### src/rtl/fpu_add_sub_pipe.sv
// fpu_add_sub_pipe: four-stage pipelined IEEE-754 adder/subtractor.
//   S1 unpack/swap, S2 align, S3 add, S4 normalize/round/pack (output regs).
// Ports:
//   I_Clk, I_Reset          clock, asynchronous active-high reset
//   I_Valid / O_Ready       input handshake (O_Ready combinational)
//   I_Op1, I_Op2, I_Sub     packed operands, 1 = subtract
//   I_Tag / O_Tag           opaque tag carried with each operation
//   O_Valid / I_Ready       output handshake
//   O_Result                packed, rounded result
//   O_Overflow, O_Underflow, O_Inexact, O_Invalid  status flags
// Configuration macro: FPU_ADDSUB_RNE_EN selects round-to-nearest-even;
// when undefined the datapath truncates and overflow saturates to max finite.
module fpu_add_sub_pipe #(
  parameter int unsigned PRECISION = 32,
  parameter int unsigned TAG_WIDTH = 4
) (
  input  logic                 I_Clk,
  input  logic                 I_Reset,
  input  logic                 I_Valid,
  output logic                 O_Ready,
  input  logic [PRECISION-1:0] I_Op1,
  input  logic [PRECISION-1:0] I_Op2,
  input  logic                 I_Sub,
  input  logic [TAG_WIDTH-1:0] I_Tag,
  output logic                 O_Valid,
  input  logic                 I_Ready,
  output logic [PRECISION-1:0] O_Result,
  output logic [TAG_WIDTH-1:0] O_Tag,
  output logic                 O_Overflow,
  output logic                 O_Underflow,
  output logic                 O_Inexact,
  output logic                 O_Invalid
);

  localparam int unsigned EW = (PRECISION == 64) ? 11 : 8;
  localparam int unsigned MW = (PRECISION == 64) ? 52 : 23;
  localparam int unsigned FW = MW + 4;   // hidden + fraction + G/R/S
  localparam int unsigned SW = MW + 5;   // FW plus carry
  localparam int unsigned RW = MW + 2;   // rounded mantissa plus carry-out
  localparam int unsigned XW = EW + 2;   // signed working exponent
  localparam int unsigned LW = $clog2(FW + 1);
  localparam logic [EW-1:0] EXP_ONES = '1;

  // Per-operation control carried alongside the datapath
  typedef struct packed {
    logic [TAG_WIDTH-1:0] tag;
    logic                 sign;      // sign of the larger-magnitude operand
    logic                 nan;       // result is canonical quiet NaN
    logic                 inf;       // result is infinity
    logic                 inf_sign;
    logic                 zneg;      // both operands zero and negative
  } ctl_t;

  logic stall;

  // Pipeline registers
  logic          s1_valid, s2_valid, s3_valid;
  ctl_t          s1_ctl, s2_ctl, s3_ctl;
  logic          s1_eff_sub, s2_eff_sub;
  logic [EW-1:0] s1_exp_a, s1_exp_b, s2_exp_a, s3_exp;
  logic [MW:0]   s1_man_a, s1_man_b;
  logic [FW-1:0] s2_man_a, s2_man_b;
  logic [SW-1:0] s3_sum;

  // Global all-or-nothing backpressure
  assign stall   = O_Valid & ~I_Ready;
  assign O_Ready = ~stall;

  // S1: unpack, flush denormals, classify specials, order by magnitude
  logic          sgn1, sgn2, zero1, zero2, nan1, nan2, inf1, inf2, swap;
  logic [EW-1:0] exp1, exp2;
  logic [MW-1:0] frc1, frc2;
  logic [MW:0]   man1, man2;
  ctl_t          ctl_in;

  always_comb begin
    sgn1  = I_Op1[PRECISION-1];
    sgn2  = I_Op2[PRECISION-1] ^ I_Sub;
    exp1  = I_Op1[PRECISION-2:MW];
    exp2  = I_Op2[PRECISION-2:MW];
    frc1  = I_Op1[MW-1:0];
    frc2  = I_Op2[MW-1:0];
    zero1 = (exp1 == '0);
    zero2 = (exp2 == '0);
    nan1  = (exp1 == EXP_ONES) && (frc1 != '0);
    nan2  = (exp2 == EXP_ONES) && (frc2 != '0);
    inf1  = (exp1 == EXP_ONES) && (frc1 == '0);
    inf2  = (exp2 == EXP_ONES) && (frc2 == '0);
    man1  = zero1 ? '0 : {1'b1, frc1};
    man2  = zero2 ? '0 : {1'b1, frc2};
    swap  = {exp2, man2} > {exp1, man1};

    ctl_in.tag      = I_Tag;
    ctl_in.sign     = swap ? sgn2 : sgn1;
    ctl_in.nan      = nan1 | nan2 | (inf1 & inf2 & (sgn1 ^ sgn2));
    ctl_in.inf      = inf1 | inf2;
    ctl_in.inf_sign = inf1 ? sgn1 : sgn2;
    ctl_in.zneg     = zero1 & zero2 & sgn1 & sgn2;
  end

  // S2: align B to A, collecting shifted-out bits into sticky
  logic [EW-1:0] shift_d;
  logic [FW-1:0] b_ext, b_sh, b_align;
  logic          b_sticky;

  always_comb begin
    shift_d  = s1_exp_a - s1_exp_b;
    b_ext    = {s1_man_b, 3'b000};
    b_sh     = b_ext >> shift_d;
    b_sticky = ((b_sh << shift_d) != b_ext);
    b_align  = {b_sh[FW-1:1], b_sh[0] | b_sticky};
  end

  // S3: magnitude add/subtract; A >= B so the difference is non-negative
  logic [SW-1:0] sum_c;

  always_comb begin
    if (s2_eff_sub) sum_c = {1'b0, s2_man_a} - {1'b0, s2_man_b};
    else            sum_c = {1'b0, s2_man_a} + {1'b0, s2_man_b};
  end

  // S4: normalize, round, handle specials and range, pack
  logic [LW-1:0]        lzc;
  logic [FW-1:0]        norm;
  logic signed [XW-1:0] exp_n, exp_r;
  logic [MW:0]          mant;
  logic                 g_bit, r_bit, s_bit, inc;
  logic [RW-1:0]        rnd;
  logic [MW-1:0]        frac;
  logic                 res_sign;
  logic [EW-1:0]        res_exp;
  logic [MW-1:0]        res_frac;
  logic                 f_ovf, f_unf, f_inx, f_inv;

  always_comb begin
    lzc = LW'(FW);
    for (int i = 0; i < int'(FW); i++) begin
      if (s3_sum[i]) lzc = LW'(int'(FW) - 1 - i);
    end

    if (s3_sum[SW-1]) begin
      norm  = {s3_sum[SW-1:2], s3_sum[1] | s3_sum[0]};
      exp_n = signed'(XW'(s3_exp)) + signed'(XW'(1));
    end else begin
      norm  = s3_sum[FW-1:0] << lzc;
      exp_n = signed'(XW'(s3_exp)) - signed'(XW'(lzc));
    end

    mant  = norm[FW-1:3];
    g_bit = norm[2];
    r_bit = norm[1];
    s_bit = norm[0];
`ifdef FPU_ADDSUB_RNE_EN
    inc = g_bit & (r_bit | s_bit | mant[0]);
`else
    inc = 1'b0;
`endif
    rnd = {1'b0, mant} + RW'(inc);
    if (rnd[RW-1]) begin
      exp_r = exp_n + signed'(XW'(1));
      frac  = rnd[MW:1];
    end else begin
      exp_r = exp_n;
      frac  = rnd[MW-1:0];
    end

    res_sign = s3_ctl.sign;
    res_exp  = exp_r[EW-1:0];
    res_frac = frac;
    f_ovf    = 1'b0;
    f_unf    = 1'b0;
    f_inx    = g_bit | r_bit | s_bit;
    f_inv    = 1'b0;

    if (s3_ctl.nan) begin
      res_sign         = 1'b0;
      res_exp          = EXP_ONES;
      res_frac         = '0;
      res_frac[MW-1]   = 1'b1;
      f_inx            = 1'b0;
      f_inv            = 1'b1;
    end else if (s3_ctl.inf) begin
      res_sign = s3_ctl.inf_sign;
      res_exp  = EXP_ONES;
      res_frac = '0;
      f_inx    = 1'b0;
    end else if (s3_sum == '0) begin
      // Exact cancellation gives +0 except (-0) + (-0)
      res_sign = s3_ctl.zneg;
      res_exp  = '0;
      res_frac = '0;
      f_inx    = 1'b0;
    end else if (exp_r >= signed'(XW'(EXP_ONES))) begin
      f_ovf = 1'b1;
      f_inx = 1'b1;
`ifdef FPU_ADDSUB_RNE_EN
      res_exp  = EXP_ONES;
      res_frac = '0;
`else
      res_exp  = EXP_ONES - EW'(1);
      res_frac = '1;
`endif
    end else if (exp_r < signed'(XW'(1))) begin
      f_unf    = 1'b1;
      f_inx    = 1'b1;
      res_exp  = '0;
      res_frac = '0;
    end
  end

  // Pipeline state: every stage advances together unless stalled
  always_ff @(posedge I_Clk or posedge I_Reset) begin
    if (I_Reset) begin
      s1_valid    <= 1'b0;
      s2_valid    <= 1'b0;
      s3_valid    <= 1'b0;
      s1_ctl      <= '0;
      s2_ctl      <= '0;
      s3_ctl      <= '0;
      s1_eff_sub  <= 1'b0;
      s2_eff_sub  <= 1'b0;
      s1_exp_a    <= '0;
      s1_exp_b    <= '0;
      s2_exp_a    <= '0;
      s3_exp      <= '0;
      s1_man_a    <= '0;
      s1_man_b    <= '0;
      s2_man_a    <= '0;
      s2_man_b    <= '0;
      s3_sum      <= '0;
      O_Valid     <= 1'b0;
      O_Result    <= '0;
      O_Tag       <= '0;
      O_Overflow  <= 1'b0;
      O_Underflow <= 1'b0;
      O_Inexact   <= 1'b0;
      O_Invalid   <= 1'b0;
    end else if (!stall) begin
      s1_valid    <= I_Valid;
      s1_ctl      <= ctl_in;
      s1_eff_sub  <= sgn1 ^ sgn2;
      s1_exp_a    <= swap ? exp2 : exp1;
      s1_exp_b    <= swap ? exp1 : exp2;
      s1_man_a    <= swap ? man2 : man1;
      s1_man_b    <= swap ? man1 : man2;

      s2_valid    <= s1_valid;
      s2_ctl      <= s1_ctl;
      s2_eff_sub  <= s1_eff_sub;
      s2_exp_a    <= s1_exp_a;
      s2_man_a    <= {s1_man_a, 3'b000};
      s2_man_b    <= b_align;

      s3_valid    <= s2_valid;
      s3_ctl      <= s2_ctl;
      s3_exp      <= s2_exp_a;
      s3_sum      <= sum_c;

      O_Valid     <= s3_valid;
      O_Result    <= {res_sign, res_exp, res_frac};
      O_Tag       <= s3_ctl.tag;
      O_Overflow  <= f_ovf;
      O_Underflow <= f_unf;
      O_Inexact   <= f_inx;
      O_Invalid   <= f_inv;
    end
  end

endmodule

### config.mk
export PLATFORM = sky130hd
export DESIGN_NAME = fpu_add_sub_pipe
export DESIGN_NICKNAME = d
export VERILOG_FILES = /design/src/rtl/fpu_add_sub_pipe.sv
export SDC_FILE = /design/constraint.sdc
export NUM_CORES = 1
export LEC_CHECK = 0
export CAP_MARGIN = 20
export CORE_ASPECT_RATIO = 1.1
export CORE_MARGIN = 4
export CORE_UTILIZATION = 40
export CTS_CLUSTER_DIAMETER = 100
export DETAILED_ROUTE_END_ITERATION = 8
export GPL_TIMING_DRIVEN = 0
export PLACE_DENSITY_LB_ADDON = 0.25
export SYNTH_ARGS = -nofsm -noshare
export SYNTH_HDL_FRONTEND = slang
export SYNTH_SLANG_ARGS = --single-unit
### constraint.sdc
create_clock -name I_Clk -period 9.5 [get_ports I_Clk]
set_input_delay 1.425 -clock I_Clk [delete_from_list [all_inputs] [get_ports I_Clk]]
set_output_delay 1.425 -clock I_Clk [all_outputs]
set_load 0.02 [all_outputs]
# --- After elaboration in Yosys (flattened, before gate mapping) ---
# Index checks and enable logic that the tools add are counted.
totals:
  in_bits: 73
  reg_bits: 232
  output_inout_bits: 42
classes:
  n_shift: 3
  eq_ne: 3
  magnitude_cmp: 3
  n_mux: 66
  addsub: 5
  bitwise: 17
  reduce_logical: 11
ops:
  columns: ["cell", "n"]
  rows:
  - ["$mux W5", 26]
  - ["$mux W23", 5]
  - ["$mux W24", 4]
  - ["$mux W8", 7]
  - ["$logic_not A23 Y1", 2]
  - ["$reduce_bool A23 Y1", 2]
  - ["$gt A32 B32 Y1", 1]
  - ["$add A27 B27 Y28", 1]
  - ["$logic_not A28 Y1", 1]
  - ["$mux W28", 1]
  - ["$sub A27 B27 Y28", 1]
  - ["$ne A27 B27 Y1", 1]
  - ["$shl A27 B5 Y26", 1]
  - ["$shl A27 B8 Y27", 1]
  - ["$shr A27 B8 Y27", 1]
  - ["$mux W26", 1]
  - ["$mux W1", 21]
  - ["$eq A8 B8 Y1 const B", 2]
  - ["$logic_not A8 Y1", 2]
  - ["$ge A10 B9 Y1 const B", 1]
  - ["$lt A10 B2 Y1 const B", 1]
  - ["$mux W10", 1]
  - ["$add A8 B1 Y9 const B", 1]
  - ["$sub A8 B5 Y9", 1]
  - ["6 further kinds", 22]

# --- Depth between registers and ports, before layout ---
logic_depth:
  ltp_word: 36
  depth_mapped: 27
  mapped_depth_nobuf: 22

# --- Worst setup path before layout ---
# No wires, ideal clock.
synth_path:
  kind: "reg2reg"
  from: "reg s3_sum[1]"
  to: "reg O_Result[8]"
  path_buffers: 5
  path_slack_ns: 4.481
  stages_incl_launch_ff: 27
  t_arrival_ns: 4.884
  cell_sequence: "dfrtp_1 > clkbuf_1 > nor2_1 > o31ai_1 > a211oi_1 > o31ai_1 > a21boi_0 > o31ai_1 > a21oi_1 > buf_2 > buf_1 > fa_1 > nor2b_1 > o21ai_0 > nand2b_1 > and2_1 > or4_1 > or3_1 > clkbuf_1 > nand2_1 > inv_1 > and4_1 > a31o_2 > nor2b_1 > clkbuf_1 > a221oi_1 > o31ai_1"
synth_via:
  elab_chain_cells: 34
synth_lines:
  columns: ["item", "line", "rtl"]
  rows:
  - ["start: declaration", "63", "logic [SW-1:0] s3_sum;"]
  - ["start signal: assignment", "257", "s3_sum <= sum_c;"]
  - ["$mux W5 (26 in series)", "138", "if (s3_sum[i]) lzc = LW'(int'(FW) - 1 - i);"]
  - ["$sub A8 B5 Y9", "146", "exp_n = signed'(XW'(s3_exp)) - signed'(XW'(lzc));"]
  - ["$mux W10", "141", "if (s3_sum[SW-1]) begin"]
  - ["$lt A10 B2 Y1", "203", "end else if (exp_r < signed'(XW'(1))) begin"]
  - ["$mux W23", "203", null]
  - ["$mux W23", "193", "end else if (exp_r >= signed'(XW'(EXP_ONES))) begin"]
  - ["$mux W23 *", "187", "end else if (s3_sum == '0) begin"]
  - ["$mux W23 *", "182", "end else if (s3_ctl.inf) begin"]
  - ["$mux W23 *", "175", "if (s3_ctl.nan) begin"]
  - ["end signal: assignment", "260", "O_Result <= {res_sign, res_exp, res_frac};"]
  - ["end: declaration", "27", "output logic [PRECISION-1:0] O_Result,"]
# Mark *: on every way between the ends. The rest lies on a longest branch, timed or not.
# A chain may end at the register's enable or synchronous reset.

# --- Worst setup path after layout ---
layout_path:
  from: "reg s3_sum[8]"
  to: "reg O_Result[18]"
layout_via:
  elab_chain_cells: 27
layout_lines:
  columns: ["item", "line"]
  rows:
  - ["$mux W5 (19 in series)", "138"]
  - ["$sub A8 B5 Y9", "146"]
  - ["$mux W10", "141"]
  - ["$lt A10 B2 Y1", "203"]
  - ["$mux W23", "203"]
  - ["$mux W23", "193"]
  - ["$mux W23 *", "187"]
  - ["$mux W23 *", "182"]
  - ["$mux W23 *", "175"]
# Marked as above.

==> reports/qor.txt <==
CTS tree = done
xor/xnor share of the synthesized area = 2.15%
layout cell share with drive strength beyond 1 = 7.53%
r2r setup slk = 2820 ps
DRT iter0 DRCs = 1431
Synth Flop Type = dfrtp_1
total track usage = 31.4%
DP HPWL = 63800 um
max-slew violations = 0
H-tree depth = 1
Max-Cap Viols = 0
largest net degree at the start of global routing = 91
Min-Delay Path Class = flip-flop to flip-flop
Post-synth ARST share = 100%
crit start category = flip-flop
Seq/Total Area, Yosys = 31.8%
Non-Filler Instances = 3039
delay-heaviest family, CP = buffers and inverters
Die X = 212 um
Syn Inst Count = 2282
post-synth top area share = 31.8%
number of flops mapped to enable cells by yosys = 0
full die area = 49100 sq um
critical path depth in cells = 23
status = finished, final reports clean
cell taking the most area after synthesis = dfrtp_1
Slowest-stage cell, CP = buf_1
Slew @ Worst Pin = 1300 ps
Die Span Y = 232 um
clk sinks = 232
Starting Density = 40.7%
synth warn = 0
Critical R2R Launch = s3_sum[8]
DRT Pass-1 Iters = 7
# DRC = 0
# rows = 81
CTS root buffer = clkbuf_16
post-synthesis compound-gate area fraction = 20.1%
worst reg2reg endpoint = O_Result[18]
Post-CTS Setup Inserts = 0
Distinct cells, synth = 92
Worst Setup SP = s3_sum[8]
Area Growth Syn to Fin = 16.5%
fmax = 150 MHz
CP Capture Type = flip-flop
top post-synthesis cells by area = dfrtp_1 (32%), nand2_1 (10%), mux2i_1 (7.0%)
initial antenna violation count = 2
CTS max path bufs = 3
commonest cells after routing, fill and taps aside = nand2_1 (491), dfrtp_1 (232), o21ai_0 (198)
Via density = 5.96
setup violators final = 0
power density over the cells = 455 nW/um^2
critical path cell sequence = clkbuf_1 > nor2_1 > a211oi_1 > o31ai_1 > a21boi_0 > o31ai_1 > a21oi_1 > buf_2 > buf_1 > fa_1 > nor2b_1 > o21ai_0 > nand2b_1 > and2_1 > or4_1 > o21a_1 > xnor2_1 > and4_1 > a31o_2 > nor2b_1 > clkbuf_1 > a21oi_1 > o21ai_0
leakage = 0.00938 uW
Worst Path Max Fanout = 10
combinational family with the most area after synthesis = simple AND/OR/NAND/NOR gates
Post-Synth Adder-Cell Area = 6.92%
Vias = 18100
skew final = 28.6 ps
Clk Latency, worst-skew pair = 580 ps
core area = 44800 sq um
Max VDD drop = 0.206 mV
ANT nets after route = 0
syn nets = 2454
WHS = 468 ps
fill cell count = 4508
drt wl/cell = 26.1 um
Final Hold Fails = 0
clock slew at reported path FFs = 60 ps
cell area after synthesis = 18200 sq um
WS Path Type = flip-flop to flip-flop
num ports = 115
routability cong. = 1.01
arrival time at the worst endpoint = 7160 ps
post-synthesis mux area share = 12.7%
fin crit share = 70.3%
vias in the first global route = 17900
#FFs+latches synth = 232
most common cell after layout, fill and taps aside = nand2_1
Mean Syn Cell Area = 7.99 sq um
Post-Synth Simple-Gate Area = 20.6%
Port Buffers = 114
Routed WL = 79200 um
first-pass GRT wire length = 116000 um
r2r worst-path depth = 23
post_cts resized = 0
fin nets = 2605
Slew headroom = 12.8%
crit path capture = O_Result[18]
Num CTS Buffers = 29
critical path's largest stage delay = 700 ps
Worst Path Buf+Inv = 4
Inst Count DP = 2982
RSZ-0062 raised after global routing = no
total gr overflow = 0
hold buffers post-CTS = 0
CP Data Required Time = 9980 ps
clock period minus worst slack = 6680 ps
-- Yosys cell counts (6+ instances only) --
| master | n |
|---|---|
| nand3_1 | 48 |
| a21o_1 | 24 |
| and3_1 | 9 |
| nand2_1 | 491 |
| nor3_1 | 45 |
| mux2_2 | 73 |
| a31oi_1 | 13 |
| mux4_2 | 7 |
| xnor2_1 | 29 |
| a21oi_1 | 131 |
| inv_1 | 106 |
| o22ai_1 | 13 |
| o221ai_1 | 10 |
| o31ai_1 | 22 |
| and2_1 | 7 |
| mux2i_1 | 128 |
| ha_1 | 96 |
| or3_1 | 11 |
| nor4_1 | 27 |
| clkbuf_1 | 114 |
| buf_2 | 12 |
| xor2_1 | 12 |
| o21bai_1 | 12 |
| nor2b_1 | 19 |
| o21a_1 | 14 |
| a32oi_1 | 8 |
| o2111ai_1 | 11 |
| o211ai_1 | 11 |
| nand2b_1 | 13 |
| o21ai_1 | 6 |
| dfrtp_1 | 232 |
| o21ai_0 | 198 |
| nand4_1 | 31 |
| a211oi_1 | 9 |
| o41ai_1 | 7 |
| a211o_1 | 7 |
| a221o_1 | 8 |
| a221oi_1 | 13 |
| nor2_1 | 137 |
| buf_1 | 13 |
-- how the worst min path moves through the flow --
stage | start | to | slack [ps] | cells past startpoint
finish | s2_ctl[0] | s2_ctl[0] | 470 | 2
global route | s1_exp_a[0] | s1_exp_a[0] | 500 | 2
CTS | s2_ctl[5] | s2_ctl[5] | 470 | 2
detailed placement | s2_exp_a[3] | s2_exp_a[3] | 460 | 2
global placement | s3_valid | s3_valid | 450 | 2
floorplan | s3_valid | s3_valid | 430 | 2
-- sequential cells by signal, summed over array words and instances (netlist names), 4 cells and up --
register  cells
s3_exp        8
s1_man_b     24
O_Result     32
s2_man_a     24
s2_ctl        9
s1_ctl        9
s1_man_a     24
s2_man_b     27
s3_ctl        9
s2_exp_a      8
s3_sum       28
s1_exp_b      8
s1_exp_a      8
O_Tag         4
-- kinds of logic (layout without fill, tap and decap cells) --
kind of cell	count (synthesis)	after routing
adders and majority gates	99	99
DFF	232	232
other	0	2
muxes	212	212
AOI/OAI and AO/OA	578	578
buffers and inverters	257	431
xor gates and xnor gates	43	43
and+or+nand+nor	861	861
-- tightest hold or removal path: stages (launching register included) --
cell and delay [ps]:
dfrtp_1 340, nand2_1 50, nand2_1 50
-- cell type report --
type | count | area (sq um) | share of cell area (%)
Antenna cell | 2 | 5.00 | 0.0236
Buffer | 147 | 624 | 2.94
Clock buffer | 34 | 774 | 3.65
Clock inverter | 20 | 254 | 1.20
Inverter | 110 | 420 | 1.98
Multi-Input combinational cell | 1793 | 11400 | 53.7
Sequential cell | 232 | 5810 | 27.3
Tap cell | 581 | 727 | 3.42
Timing Repair Buffer | 120 | 1220 | 5.75
-- where the power goes --
group / leakage, uW / total (uW) / internal, uW / switching, uW
registers: 0.00285 / 1810 / 1390 / 421
clock network: 0.000498 / 1180 / 721 / 458
logic: 0.00603 / 6670 / 2250 / 4420
total: 0.00938 / 9660 / 4360 / 5300
-- per-stage QoR --
| stage | cell area, sq um | total power [uW] | TNS, ps | utilization [%] | setup slack [ps] |
|---|---|---|---|---|---|
| finish | 21200 | 9660 | 0 | 47.4 | 2820 |
| global route | 21200 | 10200 | 0 | 47.4 | 2430 |
| CTS | 21200 | 9520 | 0 | 47.4 | 2910 |
| detailed placement | 20200 | 8300 | 0 | 45.1 | 2620 |
| global placement | 20100 | 8330 | -305100 | 44.9 | -1350 |
| floorplan | 18200 | 5960 | 0 | - | 1710 |
-- per-layer routing --
layer	global-route usage (%)	vias to the layer above	wire [um]
met5	0	-	0
met4	18.2	0	5870
met3	4.28	230	4040
met2	55.0	701	38500
met1	36.5	8764	30800
li1	-	8419	-
No activity file was read; power rests on OpenSTA's default activity.
